--- src/rtl/reg_serial_tx.sv ---
// Parallel-load register serializer: start bit, WIDTH data bits LSB-first, stop bit, BIT_TICKS clocks each.
// Every output is a flop; a new word may be loaded on the same edge that ends the stop bit, so frames can run back-to-back.
module reg_serial_tx #(
    parameter int WIDTH     = 16,
    parameter int BIT_TICKS = 4
) (
    input  logic             clk,
    input  logic             reset,
    input  logic [WIDTH-1:0] d,
    input  logic             ld,
    output logic             ready,
    output logic             busy,
    output logic             tx,
    output logic             done
);

    localparam int TW = (BIT_TICKS > 1) ? $clog2(BIT_TICKS) : 1;
    localparam int BW = $clog2(WIDTH + 1);
    localparam logic [TW-1:0] TICK_LAST = TW'(BIT_TICKS - 1);
    localparam logic [BW-1:0] BIT_LAST  = BW'(WIDTH - 1);

    typedef enum logic [1:0] {IDLE, START, DATA, STOP} state_t;

    state_t           state, state_nxt;
    logic [TW-1:0]    tick, tick_nxt;
    logic [BW-1:0]    bit_cnt, bit_nxt;
    logic [WIDTH-1:0] shift, shift_nxt;
    logic             tx_nxt, ready_nxt, busy_nxt, done_nxt;
    logic             tick_end, accept;

    assign tick_end = (tick == TICK_LAST);
    // Loads are taken when idle, or on the final tick of the stop bit to avoid an idle gap.
    assign accept   = ld && ((state == IDLE) || ((state == STOP) && tick_end));

    always_ff @(posedge clk) begin
        if (reset) begin
            state   <= IDLE;
            tick    <= '0;
            bit_cnt <= '0;
            shift   <= '0;
            tx      <= 1'b1;
            ready   <= 1'b1;
            busy    <= 1'b0;
            done    <= 1'b0;
        end else begin
            state   <= state_nxt;
            tick    <= tick_nxt;
            bit_cnt <= bit_nxt;
            shift   <= shift_nxt;
            tx      <= tx_nxt;
            ready   <= ready_nxt;
            busy    <= busy_nxt;
            done    <= done_nxt;
        end
    end

    always_comb begin
        state_nxt = state;
        case (state)
            IDLE:    if (ld) state_nxt = START;
            START:   if (tick_end) state_nxt = DATA;
            DATA:    if (tick_end && (bit_cnt == BIT_LAST)) state_nxt = STOP;
            STOP:    if (tick_end) state_nxt = ld ? START : IDLE;
            default: state_nxt = IDLE;
        endcase
    end

    always_comb begin
        tick_nxt  = tick;
        bit_nxt   = bit_cnt;
        shift_nxt = shift;
        if (accept) begin
            shift_nxt = d;
            tick_nxt  = '0;
            bit_nxt   = '0;
        end else if (state != IDLE) begin
            tick_nxt = tick_end ? '0 : tick + TW'(1);
            if ((state == DATA) && tick_end) begin
                shift_nxt = shift >> 1;
                bit_nxt   = bit_cnt + BW'(1);
            end
        end

        // tx is precomputed from the next state so the line comes straight off a flop.
        case (state_nxt)
            START:   tx_nxt = 1'b0;
            DATA:    tx_nxt = shift_nxt[0];
            default: tx_nxt = 1'b1;
        endcase
        ready_nxt = (state_nxt == IDLE);
        busy_nxt  = (state_nxt != IDLE);
        done_nxt  = (state == STOP) && tick_end;
    end

endmodule

--- config.mk ---
export PLATFORM = sky130hd
export DESIGN_NAME = reg_serial_tx
export DESIGN_NICKNAME = d
export VERILOG_FILES = /design/src/rtl/reg_serial_tx.sv
export SDC_FILE = /design/constraint.sdc
export NUM_CORES = 1
export LEC_CHECK = 0
export CORE_AREA = 2 2 68 70
export CTS_CLUSTER_DIAMETER = 60
export DETAILED_ROUTE_END_ITERATION = 8
export DIE_AREA = 0 0 70 72
export HOLD_SLACK_MARGIN = 0.08
export PLACE_DENSITY_LB_ADDON = 0.05
export SLEW_MARGIN = 20
export SYNTH_ARGS = -nofsm -noshare
export SYNTH_HDL_FRONTEND = slang
export SYNTH_SLANG_ARGS = --single-unit
--- constraint.sdc ---
create_clock -name clk -period 3.1 [get_ports clk]
set_input_delay 0.62 -clock clk [delete_from_list [all_inputs] [get_ports clk]]
set_output_delay 0.62 -clock clk [all_outputs]
set_load 0.01 [all_outputs]
After elaboration in Yosys (flattened, before gate mapping)
Index checks and enable logic that the tools add are counted.
Operators by class
  add/subtract/negate cells: 2
  eq/ne operators: 7
  multiplexer cells: 11
  reductions and logical operators: 14
Operators with widths (number)
  $mux W16: 3
  $mux W2: 5
  $eq A2 B2 Y1 const B: 4
  $pmux W2 S4: 1
  $reduce_bool A2 Y1: 4
  $add A5 B1 Y5 const B: 1
  $eq A5 B4 Y1 const B: 1
  $eq A2 B1 Y1 const B: 2
  $logic_and A1 B1 Y1: 4
  $logic_not A2 Y1: 2
  $reduce_and A2 Y1: 2
  $add A2 B1 Y2 const B: 1
  $pmux W1 S2: 1
  $reduce_or A2 Y1: 1
  $logic_or A1 B1 Y1: 1
  $mux W1: 1
Storage, ports and cells
  register bits after elaboration: 29
  input port bits: 19
  output and inout bits: 4
  word-level logic and storage cells: 43

Longest topological paths before layout
Gate-level depths: netlist of run 1.
  depth in word-level cells: 6
  depth in mapped cells: 7
  mapped depth without buffers: 7

Worst setup path after synthesis of run 1
OpenSTA, ideal clock, no wires.
  path type: register to register
  start point: reg tick[0]
  end point: reg shift[10]
  data arrival time: 1.430 ns
  slack: 1.551 ns
  cell stages (with the launch flop): 7
  path buffers: 1
  path through: dfxtp_1 -> ha_1 -> buf_2 -> and3_4 -> o21ai_4 -> nand2_2 -> o221a_2
Between the ends
  cells in the longest elaborated chain, start to end: 6
  elaborated cells between the ends (all ways): 9
RTL lines
  from (decl): RTL line 25  | logic [TW-1:0] tick, tick_nxt;
  from (signal assigned): RTL line 47  | tick <= tick_nxt;
  $eq A2 B2 Y1 *: RTL line 31  | assign tick_end = (tick == TICK_LAST);
  $logic_and A1 B1 Y1: RTL line 33  | assign accept = ld && ((state == IDLE) || ((state == STOP) && tick_end));
  $logic_or A1 B1 Y1: RTL line 33
  $logic_and A1 B1 Y1: RTL line 33
  $reduce_bool A2 Y1 (no line)
  $reduce_and A2 Y1 (no line)
  to (signal assigned): RTL line 49  | shift <= shift_nxt;
  to (decl): RTL line 27  | logic [WIDTH-1:0] shift, shift_nxt;
Mark *: on every way between the ends. The rest lies on a longest branch, timed or not.
A chain may end at the register's enable or synchronous reset.

Worst setup path after layout of run 1
  start point: reg tick[0]
  end point: reg shift[7]
The elaborated chain is that of the path after synthesis.

==> results by group, run 1 <==
Run status
  – Outcome: finished clean

STA
  – Setup violators final: 0
  – Max-slew violation count: 0
  – Worst slew pin tran: 0.555 ns
  – Skew final: 0.00702 ns
  – Max Clock Freq: 515 MHz
  – Final period util: 62.7%
  – Final setup TNS: 0 ns
  – RSZ-0062 raised after global routing: no
  – Crit path time final: 1.94 ns
  – Final hold vios: 0
  – Worst slew margin: 62.8%

Worst setup path
  – Critical path class: reg -> reg
  – Crit. End Element: register
  – Worst path depth: 5
  – R2R cell count: 5
  – Worst Path Max Fanout: 18
  – Buf+Inv Stages, Crit Path: 0
  – CP max stage delay: 0.45 ns
  – Register-to-register setup slack: 1.16 ns
  – Crit-path cells: ha_1 > and3_4 > o21ai_4 > nand2_2 > o221a_2
  – Arrival @ worst endpoint: 2.11 ns
  – Top delay family on crit path: compound AO/OA/AOI/OAI gates
  – Startpoint Class: register
  – Slowest-stage cell, CP: o21ai_4
  – CP required: 3.27 ns

Yosys
  – Post-synth EDFFs: 0
  – Yosys reg bits: 29
  – Yosys warns: 0
  – Top cell type by total area after synthesis: dfxtp_1
  – Post-Syn Instances: 136
  – Synthesized area: 1240 µm²
  – Dominant register cell in the synthesized netlist: dfxtp_1
  – Syn Nets: 158
  – Distinct cells, synth: 35
  – Largest cells by area after synthesis: dfxtp_1, nor2_1, o221a_2
  – Avg Inst Size Synth: 9.14 µm²
  – Asr flop ratio synth: 0%
  – Yosys top cell area share: 46.7%
  – Sequential area share after synthesis: 46.7%

Cells and area
  – Layout cells sized above 1: 13.9%
  – Number of nets in the layout: 179
  – Most common cell after layout, fill and taps aside: dfxtp_1
  – Diode count: 0
  – Syn-to-layout area delta: 26.3%
  – Most frequent cells in the layout: dfxtp_1, clkdlybuf4s50_1, nor2_1
  – Filler cells: 456

Global route
  – Largest net degree at the start of global routing: 19
  – Total Routing Usage GR: 12.6%
  – First-pass GRT wire length: 4830 µm
  – Via count of the first global-routing pass: 951
  – Grt total ovfl: 0
  – Initial antenna violation count: 0

Flow run
  – Max-cap violations: 0

Route
  – DR top layer: met4
  – Vias: 1026
  – Routed WL: 2840 µm
  – Final antenna-violating net count: 0
  – Routed len/inst: 13.5 µm
  – DR WL met2: 1300 µm
  – DRC Markers: 0
  – Initial DRC count: 76
  – TritonRoute pass-1 iters: 4
  – M1 wire length: 1380 µm
  – Vias per cell: 4.89
  – Metal3 WL: 145 µm

Placement
  – Hpwl dp: 1890 µm
  – Number of port buffers: 22
  – RePlAce Congestion: 0.696

Floorplan
  – Core Box Area: 4260 µm²
  – Top-level I/O count: 23
  – Row count: 24
  – Die W: 70 µm
  – Chip height: 72 µm
  – Die Area: 5040 µm²
  – Initial core utilization: 29.1%

CTS
  – Root Driver: clkbuf_8
  – Clock-pin slew on the worst setup and hold paths: 0.06 ns
  – Htree depth: 2
  – Total CTS buffers: 5
  – Postcts setup bufs: 0
  – CTS Hold Bufs: 0
  – CTS tree: done
  – Clk sinks: 29
  – CTS resizes: 0
  – Clk Latency, worst-skew pair: 0.28 ns
  – Longest Clk Path Bufs: 2

Worst hold path
  – Hold Path Stages: 2
  – Hold crit path type: reg -> reg

Power
  – PD cells: 507 nW/µm²
  – Lkg Pwr: 0.602 nW
  – VDD IR-drop max: 0.000162 V
  – Total power: 795 µW
[synth_stat cells, types with 3 or more instances]
cell type	count
buf_2	6
dfxtp_1	29
xor2_1	3
nand3_1	9
a21oi_1	14
ha_1	3
nand2_1	9
o221a_2	7
a22oi_1	7
nor2_1	21
[worst reg2reg max path, cell delays in order (launching register included)]
cell,delay (ns)
dfxtp_1,0.32
ha_1,0.30
and3_4,0.24
o21ai_4,0.45
nand2_2,0.22
o221a_2,0.30
[state kept, by name, summed over array words and instances (netlist names)]
signal and count:
shift 16, tick 2, tx 1, ready 1
done 1, state 2, bit_cnt 5, busy 1
[per-stage QoR]
step                utilization (%)  cells  hold WS, ns  setup WS, ns  area, µm²
finish                         36.8    210        0.460          1.16       1570
global route                   36.8    210        0.481          1.04       1570
CTS                            36.8    210        0.468          1.16       1570
detailed placement             34.9    202        0.458          1.05       1490
global placement               34.9    202        0.448          1.08       1490
floorplan                         -    136        0.436          1.55       1240
[layer usage]
metal	track usage [%]	vias to the layer above
met2	19.4	25
met5	0	-
met4	5.13	0
met3	5.42	2
li1	-	527
met1	15.6	472
[power breakdown]
group | leakage, nW | internal, mW | total (mW) | switching [mW]
Sequential | 0.238 | 0.395 | 0.408 | 0.0133
Combinational | 0.319 | 0.0511 | 0.0914 | 0.0403
Clock | 0.0450 | 0.155 | 0.295 | 0.140
Total | 0.602 | 0.601 | 0.795 | 0.194
[cell families (layout without fill, tap and decap cells)]
logic type	Yosys count	count (layout)	share of synthesized area [%]
simple gates	53	53	21.3
compound gates	35	35	20.7
flops	29	29	46.7
buf+inv	11	33	4.53
xor+xnor	4	4	2.82
fa+ha+maj	3	3	3.02
mux	1	1	0.906
[cell type report]
type / instances / area [µm²] / area share (%)
well taps: 52 / 65.1 / 4.15
repair buffers: 23 / 228 / 14.5
multi-input cells: 96 / 606 / 38.6
clock buffers: 6 / 72.6 / 4.63
inverters: 2 / 7.51 / 0.478
flip-flops and latches: 29 / 581 / 37.0
clock inverters: 2 / 10.0 / 0.638
[worst paths after layout]
check,from,endpoint
worst max register to register,tick[0],shift[7]
worst min-delay path,tick[1],tick[1]
worst max-delay path,tick[0],shift[7]
worst min register to register,tick[1],tick[1]
Power figures use the tool's default switching activity.
==> inputs of run 2 (changes only) <==
- clock period: 3.1 -> 1.6 ns (I/O delays scaled with it)
==> run 2 against run 1 <==
Compared with the run above:
- hold slack gained 0.010 ns
- maximum frequency is 29% higher
- critical path depth is 1 higher
- sequential share of layout area down 3.8 points
- critical path type unchanged
- critical endpoint is now busy
- largest cell class unchanged
- highest routed layer unchanged
==> results by group, run 2 (synthesized netlist as in run 1, its figures left out) <==
Worst hold path
  – Hold crit path type: reg -> reg
  – Hold_sp: shift[9]

Cells and area
  – Syn-to-layout area delta: 40.6%
  – Final Non-Filler Cells: 222 (+5.7%)
  – Number of nets in the layout: 191 (+6.7%)
  – Max reg flops: 16 (unchanged)
  – Most common cell after layout, fill and taps aside: dfxtp_1
  – Layout cells sized above 1: 22.9% (+9.0 points)
  – Filler cells: 448 (-1.8%)
  – Largest Register: shift
  – Most frequent cells in the layout: dfxtp_1, clkdlybuf4s50_1, nor2_1
  – Largest regs: shift x16, bit_cnt x5
  – Diode count: 0 (unchanged)
  – Fin util: 41.0% (+4.2 points)

STA
  – Worst slew margin: 76.4% (+14 points)
  – Worst slew pin tran: 0.354 ns (-0.201 ns)
  – Max Clock Freq: 662 MHz (+29%)
  – Skew final: 0.00491 ns (-0.00211 ns)
  – Final hold vios: 0 (unchanged)
  – Fin worst setup slack: 0.0886 ns (-1.07 ns)
  – Setup violators final: 0 (unchanged)
  – Crit path time final: 1.51 ns (-0.432 ns)
  – Max-slew violation count: 0 (unchanged)
  – WHS: 0.471 ns (+0.0103 ns)
  – Final period util: 94.5% (+32 points)

CTS
  – Root Driver: clkbuf_8
  – Htree depth: 2 (unchanged)
  – Clk sinks: 29 (unchanged)
  – Longest Clk Path Bufs: 2 (unchanged)
  – Postcts setup bufs: 0 (unchanged)
  – Total CTS buffers: 5 (unchanged)
  – CTS tree: done
  – Clk Latency, worst-skew pair: 0.28 ns (about the same)
  – Clock-pin slew on the worst setup and hold paths: 0.06 ns (about the same)

Worst setup path
  – CP required: 1.77 ns (-1.50 ns)
  – Setup crit start: bit_cnt[0]
  – Startpoint Class: register
  – Arrival @ worst endpoint: 1.68 ns (-0.43 ns)
  – Worst Path Max Fanout: 4 (-14)
  – Worst R2R Start: bit_cnt[0]
  – Crit. End Element: register
  – Critical path class: reg -> reg

Power
  – PD cells: 1020 nW/µm² (+100%)
  – Total power: 1.78 mW (+120%)
  – VDD IR-drop max: 0.000329 V (+100%)
  – Lkg Pwr: 0.686 nW (+14%)

Global route
  – Grt total ovfl: 0 (unchanged)
  – Met1 Use GR: 16.4% (+0.82 points)
  – Met2 GRT Util: 19.5% (+0.11 points)
  – Total Routing Usage GR: 12.9% (+0.31 points)
  – Global routing's busiest layer: met2
  – GR met3 Demand/Resource: 4.17% (-1.3 points)
  – Initial antenna violation count: 0 (unchanged)
  – First-pass GRT wire length: 5010 µm (+3.7%)
  – Via count of the first global-routing pass: 1059 (+11%)
  – Largest net degree at the start of global routing: 18 (-1)

Floorplan
  – Row count: 24 (unchanged)
  – Die Area: 5040 µm² (unchanged)
  – Die W: 70 µm (unchanged)
  – Chip height: 72 µm (unchanged)
  – Top-level I/O count: 23 (unchanged)
  – Initial core utilization: 29.1% (unchanged)
  – Core Box Area: 4260 µm² (unchanged)

Route
  – TritonRoute pass-1 iters: 4 (unchanged)
  – Vias: 1083 (+5.6%)
  – DRC Markers: 0 (unchanged)
  – Final antenna-violating net count: 0 (unchanged)
  – Initial DRC count: 67 (-12%)
  – Routed len/inst: 13.2 µm (-2.7%)
  – Routed WL: 2930 µm (+2.9%)
  – Vias per cell: 4.88 (-0.15%)

Placement
  – Cell count after placement: 214 (+5.9%)
  – Number of port buffers: 22 (unchanged)
  – RePlAce Congestion: 0.746 (+7.2%)
  – Hpwl dp: 2020 µm (+6.8%)
  – Setup WS pre-CTS: -0.00199 ns (-1.05 ns)

Run status
  – Outcome: finished clean

Flow run
  – Max-cap violations: 0 (unchanged)
run 2: cell types whose count changed in the layout (fill, tap and decap cells not counted), moves of 2 or more:
cell / previous run / this run
ha_2: 0 / 2
clkinv_2: 2 / 0
ha_1: 3 / 1
buf_4: 1 / 11
buf_12: 0 / 2
run 2: worst paths after layout:
| check | end | slack [ns] | depth (start not counted) |
|---|---|---|---|
| setup / recovery | busy | 0.09 | 6 |
| hold / removal | shift[9] | 0.47 | 2 |
| setup reg to reg | busy | 0.09 | 6 |
| hold reg to reg | shift[9] | 0.47 | 2 |
run 2: worst max-delay path, stage by stage, from the launching register on:
cell and delay (ns):
dfxtp_1 0.31, ha_1 0.20, and3_1 0.18, ha_2 0.18, nand4b_1 0.13, a31oi_4 0.12
or2_2 0.28
run 2: what timing repair did:
action	CTS	global route
hold buffers	0	0
endpoints found under the setup margin	0	15
gates resized for setup	0	6
hold endpoints to repair	0	0
run 2: through the flow:
step           TNS [ns]  area [µm²]
6_report              0        1750
5_1_grt         -0.0157        1750
4_1_cts               0        1720
3_5_place_dp   -0.00267        1600
3_3_place_gp          0        1600
2_1_floorplan         0        1240
run 2: report_power, final:
part / switching, mW / internal [mW]
combinational: 0.0811 / 0.116
sequential: 0.0261 / 0.764
clock: 0.284 / 0.507
run 2: metal layers:
metal,routed length [µm],part of all wire (%)
met1,1340,46
met5,0,0
met3,158,5.4
met4,57,1.9
met2,1370,47
run 2: layout make-up:
type,count,area [µm²],area share (%)
tap,52,65.1,3.72
clock buffer,7,86.3,4.94
clock inverter,1,30.0,1.72
timing repair buffer,35,343,19.6
inverter,2,7.51,0.430
sequential,29,581,33.2
multi-input combinational,96,634,36.3
